<file path="src/rtl/arbitro_rr_salida.sv">
// arbitro_rr_salida: output-side round-robin arbiter.
// Drains four class FIFOs into one downstream FIFO, one word per cycle at most.
// The read path has a fixed two-cycle latency: pop -> FIFO valid -> push.
// Each class has a wrapping counter of forwarded words that can be read on request.
module arbitro_rr_salida #(
  parameter int DATA_SIZE = 12,
  parameter int CNT_SIZE  = 5
) (
  input  logic                 clk,
  input  logic                 reset_L,
  input  logic [3:0]           fifo_empty,
  input  logic [DATA_SIZE-1:0] data_in0,
  input  logic [DATA_SIZE-1:0] data_in1,
  input  logic [DATA_SIZE-1:0] data_in2,
  input  logic [DATA_SIZE-1:0] data_in3,
  input  logic                 valid0,
  input  logic                 valid1,
  input  logic                 valid2,
  input  logic                 valid3,
  input  logic                 out_almost_full,
  output logic                 pop0,
  output logic                 pop1,
  output logic                 pop2,
  output logic                 pop3,
  output logic [DATA_SIZE-1:0] data_out,
  output logic                 push,
  input  logic                 cont_req,
  input  logic [1:0]           cont_sel,
  output logic [CNT_SIZE-1:0]  cont_out,
  output logic                 cont_valid,
  output logic                 idle
);

  typedef enum logic {
    IDLE   = 1'b0,
    ACTIVE = 1'b1
  } state_t;

  state_t                       state_q, state_d;
  logic [1:0]                   rr_ptr_q, rr_ptr_d;

  // Request scan / grant
  logic [3:0]                   req;
  logic [3:0]                   pop_vec;
  logic                         grant_vld;
  logic [1:0]                   grant_idx;
  logic [1:0]                   scan_idx;

  // Two-stage read pipeline
  logic                         pend_d1_q;
  logic [1:0]                   sel_d1_q;
  logic [1:0]                   sel_d2_q;
  logic                         push_q;
  logic [DATA_SIZE-1:0]         data_out_q;
  logic [DATA_SIZE-1:0]         sel_data;
  logic                         sel_valid;
  logic                         fwd_word;

  // Per-class counters and readout
  logic [3:0][CNT_SIZE-1:0]     cnt_q;
  logic [CNT_SIZE-1:0]          cont_out_q;
  logic                         cont_valid_q;

  assign req = ~fifo_empty;

  // Round-robin scan starting at rr_ptr; the first non-empty FIFO wins.
  // Pop eligibility (some FIFO non-empty, no almost_full) is exactly the
  // IDLE->ACTIVE condition, so a grant in IDLE only ever happens on the
  // leaving cycle and the state itself need not gate the scan.
  always_comb begin
    grant_vld = 1'b0;
    grant_idx = rr_ptr_q;
    scan_idx  = rr_ptr_q;
    pop_vec   = '0;
    if (reset_L && !out_almost_full) begin
      for (int unsigned k = 0; k < 4; k++) begin
        scan_idx = rr_ptr_q + 2'(k);
        if (!grant_vld && req[scan_idx]) begin
          grant_vld = 1'b1;
          grant_idx = scan_idx;
        end
      end
    end
    if (grant_vld) begin
      pop_vec[grant_idx] = 1'b1;
    end
  end

  assign pop0 = pop_vec[0];
  assign pop1 = pop_vec[1];
  assign pop2 = pop_vec[2];
  assign pop3 = pop_vec[3];

  // Next-state logic for the FSM and the round-robin pointer.
  always_comb begin
    state_d  = state_q;
    rr_ptr_d = rr_ptr_q;
    unique case (state_q)
      IDLE: begin
        if ((|req) && !out_almost_full) begin
          state_d = ACTIVE;
        end
      end
      ACTIVE: begin
        if ((&fifo_empty) || out_almost_full) begin
          state_d = IDLE;
        end
      end
      default: state_d = IDLE;
    endcase
    if (grant_vld) begin
      rr_ptr_d = grant_idx + 2'd1;
    end
  end

  // FSM state and round-robin pointer registers.
  always_ff @(posedge clk or negedge reset_L) begin
    if (!reset_L) begin
      state_q  <= IDLE;
      rr_ptr_q <= '0;
    end else begin
      state_q  <= state_d;
      rr_ptr_q <= rr_ptr_d;
    end
  end

  // Select the data/valid of the FIFO popped in the previous cycle.
  always_comb begin
    sel_data  = data_in0;
    sel_valid = valid0;
    unique case (sel_d1_q)
      2'd0: begin sel_data = data_in0; sel_valid = valid0; end
      2'd1: begin sel_data = data_in1; sel_valid = valid1; end
      2'd2: begin sel_data = data_in2; sel_valid = valid2; end
      2'd3: begin sel_data = data_in3; sel_valid = valid3; end
      default: begin sel_data = data_in0; sel_valid = valid0; end
    endcase
  end

  assign fwd_word = pend_d1_q & sel_valid;

  // Read pipeline: remember the grant, then capture the FIFO word when valid.
  always_ff @(posedge clk or negedge reset_L) begin
    if (!reset_L) begin
      pend_d1_q  <= 1'b0;
      sel_d1_q   <= '0;
      sel_d2_q   <= '0;
      push_q     <= 1'b0;
      data_out_q <= '0;
    end else begin
      pend_d1_q <= grant_vld;
      if (grant_vld) begin
        sel_d1_q <= grant_idx;
      end
      push_q <= fwd_word;
      if (fwd_word) begin
        data_out_q <= sel_data;
        sel_d2_q   <= sel_d1_q;
      end
    end
  end

  // Forwarded-word counters and readout; readout sees the pre-increment value.
  always_ff @(posedge clk or negedge reset_L) begin
    if (!reset_L) begin
      cnt_q        <= '0;
      cont_out_q   <= '0;
      cont_valid_q <= 1'b0;
    end else begin
      if (push_q) begin
        cnt_q[sel_d2_q] <= cnt_q[sel_d2_q] + 1'b1;
      end
      cont_valid_q <= cont_req;
      if (cont_req) begin
        cont_out_q <= cnt_q[cont_sel];
      end
    end
  end

  assign data_out   = data_out_q;
  assign push       = push_q;
  assign cont_out   = cont_out_q;
  assign cont_valid = cont_valid_q;
  assign idle       = (state_q == IDLE) & ~pend_d1_q & ~push_q;

endmodule
</file>
<file path="config.mk">
export PLATFORM = sky130hd
export DESIGN_NAME = arbitro_rr_salida
export DESIGN_NICKNAME = d
export VERILOG_FILES = /design/src/rtl/arbitro_rr_salida.sv
export SDC_FILE = /design/constraint.sdc
export NUM_CORES = 1
export LEC_CHECK = 0
export BUFFER_PORTS_ARGS = -buffer_cell sky130_fd_sc_hd__buf_2
export CORE_MARGIN = 8
export CORE_UTILIZATION = 40
export DETAILED_ROUTE_END_ITERATION = 12
export MAX_ROUTING_LAYER = met4
export PLACE_DENSITY = 0.66
export SLEW_MARGIN = 25
export SYNTH_ARGS = -nofsm -noshare
export SYNTH_HDL_FRONTEND = slang
export SYNTH_SLANG_ARGS = --single-unit
</file>
<file path="constraint.sdc">
create_clock -name clk -period 4 [get_ports clk]
set_clock_uncertainty 0.1 [all_clocks]
set_input_delay 0.6 -clock clk [delete_from_list [all_inputs] [get_ports clk]]
set_output_delay 0.6 -clock clk [all_outputs]
set_load 0.03 [all_outputs]
</file>
==> key figures <==
Status
  – Status: completed

Detailed routing
  – Total number of vias: 1,881
  – Antenna-violating nets left: 0
  – Drt pass-1 iters: 4
  – Final WL: about 6000 um
  – DR iter-0 viols: 61
  – Vias per cell: 5.23
  – WL/cell: 16.3 um
  – Drc violations: 0

Yosys
  – Sequential fraction of the synthesis area: between 40% and 50%
  – Mapped Area: 2530 sq um
  – Mapped Nets: 263
  – Ys flop type: dfrtp_1
  – Syn avg cell area: 12.7 sq um
  – Ys async rst share: between 90% and 100%
  – Register bit total from synthesis: 47
  – Post-synth top area share: 46.4%
  – Top cell type by total area after synthesis: dfrtp_1
  – Cells after synthesis: 200
  – Synth Warn #: 0
  – Post-synth EDFFs: 0
  – Yosys cell types: 40
  – Synth area leaders: dfrtp_1, mux4_2, mux2_2

Worst setup path
  – Reg2Reg Depth: 4
  – Arr. time, crit path: ~2200 ps
  – Reg2Reg Setup Slack: 1690 ps
  – Max FO, Critical Path: 14
  – Cells along the critical path: or3b_1 > a21oi_2 > nor3_1 > or3_4 > nor2b_1 > buf_2
  – CP Capture Type: output pin
  – WP buf/inv: 1
  – CP delay by family, top: simple AND/OR/NAND/NOR gates
  – CP required: 3300 ps
  – Setup crit start kind: flop
  – Reg-to-Reg Start: sel_d1_q[0]$_DFFE_PN0P_
  – Reg2reg end: data_out[5]$_DFFE_PN0P_
  – CP Class: flop to output pin
  – Delay of the slowest critical-path stage: approximately 520 ps
  – Slowest CP cell: dfrtp_1

CTS
  – CTS tree: done
  – Cts bufs inserted: 5
  – Post-cts sizing count: 0
  – Number of setup buffers added after CTS: 0
  – CTS sink count: 47
  – Cts hold-fix bufs: 0
  – Worst-path clk slew: approximately 80 ps
  – H-tree depth: 2
  – Clock Root Buffer: clkbuf_8
  – Clock Tree Buf Depth: 2
  – Skew-Pair Late Insertion Delay: 300 ps

Global route
  – Grt met1 use: 17.8%
  – Pin count of the biggest net entering global routing: 48
  – Global route overflow: 0
  – Most Crowded Layer GR: met2
  – Met3 Track Usage GR: 4.09%
  – Vias in the first global route: 2,023
  – First-pass GRT wire length: 9490 um
  – Total track usage: 13.8%
  – Met2 usage: 20.3%
  – Initial antenna violation count: 0

Power
  – Power density cells: 705 nW/um^2
  – Peak supply drop: roughly 320 uV
  – Final Power: ~0.0022 W
  – Lkg Pwr: 1.44 nW

Placement
  – PortBufs: 85
  – DP Worst Slack: 1210 ps
  – Dpl cells: 352
  – Area after DPL: 3010 sq um
  – Final RePlAce weighted congestion: 0.795
  – Hpwl dp: 4470 um

Final layout
  – ANT cells: 0
  – Register area: 1180 sq um
  – Final Non-Filler Cells: 360
  – Nets: between 300 and 400
  – Area Growth Syn to Fin: 22.8%
  – Design Area, Final: 3110 sq um
  – # fillers: 590
  – Share of cells above drive strength 1: 47.7%
  – Multi-input logic area: 1280 sq um

STA
  – RSZ-0062 raised after global routing: no
  – Slew HR: 55.6%
  – Worst Tran Pin Value: 665 ps
  – Final setup viols: 0
  – Final Hold Fails: 0
  – Final worst slack: 1090 ps
  – Tcrit/Tclk final: 72.7%
  – Min Tclk post-route: about 2900 ps
  – Max Slew Vio Count: 0
  – Setup TNS: 0 ps
  – Max Freq: between 0.3 and 0.4 GHz

Floorplanning
  – Row cnt: 29
  – Chip height: 95.6 um
  – Core area: 6240 sq um
  – Initial core utilization: between 40 and 50%
  – Ports: 86
  – Die W: roughly 96 um
  – Total die area: 9140 sq um

Flow run
  – Max-cap viol count: 0

Min path
  – Class of the tightest hold or removal check: input port to asynchronous set/reset pin
[worst max-delay path by stage]
stage / start / end / slack (ps) / cells after the start
6_report: rr_ptr_q[1]$_DFFE_PN0P_ / pop3 / 1090 / 6
2_1_floorplan: fifo_empty[0] / pop0 / 1180 / 6
3_3_place_gp: fifo_empty[2] / pop3 / 1240 / 7
3_5_place_dp: fifo_empty[2] / pop3 / 1210 / 7
5_1_grt: rr_ptr_q[1]$_DFFE_PN0P_ / pop1 / 960 / 6
4_1_cts: rr_ptr_q[1]$_DFFE_PN0P_ / pop3 / 1080 / 6
[per-layer routing]
layer / share of wire [%] / vias up
met1: 46 / 891
met4: 1.0 / 0
met3: 6.3 / 5
met5: 0 / -
met2: 47 / 69
li1: - / 916
[through the flow]
step | util (%) | hold slack (ps)
after floorplan | - | 204
after global placement | 48.3 | 369
after detailed placement | 48.3 | 378
after CTS | 49.9 | 327
after global routing | 49.9 | 364
final | 49.9 | 307
[worst register-to-register path: cells and delay by family, from the launching register on]
kind	cells	cell delay, ps
multiplexers	2	970
flip-flops	1	340
AND/OR/NAND/NOR	1	520
buffers and inverters	1	280
[final cells by class]
type,count,share of cell area [%]
Multi-Input combinational cell,136,41.1
Inverter,5,0.603
Clock buffer,8,3.22
Tap cell,77,3.10
Sequential cell,47,37.8
Timing Repair Buffer,87,14.2
[kinds of logic after synthesis]
group / count (synthesis) / share of synthesized area [%]
AO/OA/AOI/OAI: 35 / 8.20
XOR/XNOR: 3 / 1.04
adder cells (fa/ha/maj): 1 / 0.494
buffers and inverters: 17 / 3.06
flip-flops: 47 / 46.4
multiplexers: 45 / 30.4
AND/OR/NAND/NOR: 52 / 10.4
[sequential cells by signal (all words and copies together), names as in the netlist]
register	flops
rr_ptr_q	2
sel_d1_q	2
sel_d2_q	2
pend_d1_q	1
push	1
cont_out	5
cont_valid	1
state_q	1
data_out	12
cnt_q	20
[power breakdown]
group | internal [W] | switching [W]
clock | 0.000158 | 0.000152
sequential | 0.000677 | 0.000190
combinational | 0.000482 | 0.000535
[synthesized netlist by cell type (all sizes together), types with 2 or more instances]
| library cell | count |
|---|---|
| a21oi | 7 |
| a31oi | 3 |
| buf | 7 |
| clkbuf | 5 |
| dfrtp | 47 |
| inv | 4 |
| mux2 | 22 |
| mux4 | 23 |
| nand2 | 20 |
| nand2b | 2 |
| nand3 | 5 |
| nand3b | 3 |
| nor2 | 9 |
| nor2b | 4 |
| nor3 | 2 |
| o21ai | 18 |
| xor2 | 2 |
[layout by cell type (no fill, tap or decap), types with 2 or more instances in the layout]
cell type / n
mux4_2: 23
inv_1: 3
a21oi_1: 6
o21ai_0: 5
o21ai_1: 13
xor2_1: 2
mux2_1: 9
a31oi_1: 3
nor2_1: 9
nor3_1: 2
mux2_2: 12
nand2b_1: 2
nor2b_1: 4
dfrtp_1: 47
buf_4: 2
buf_2: 85
nand3b_1: 3
nand2_1: 20
clkbuf_8: 7
nand3_1: 5
(Power assumes the default switching activity.)
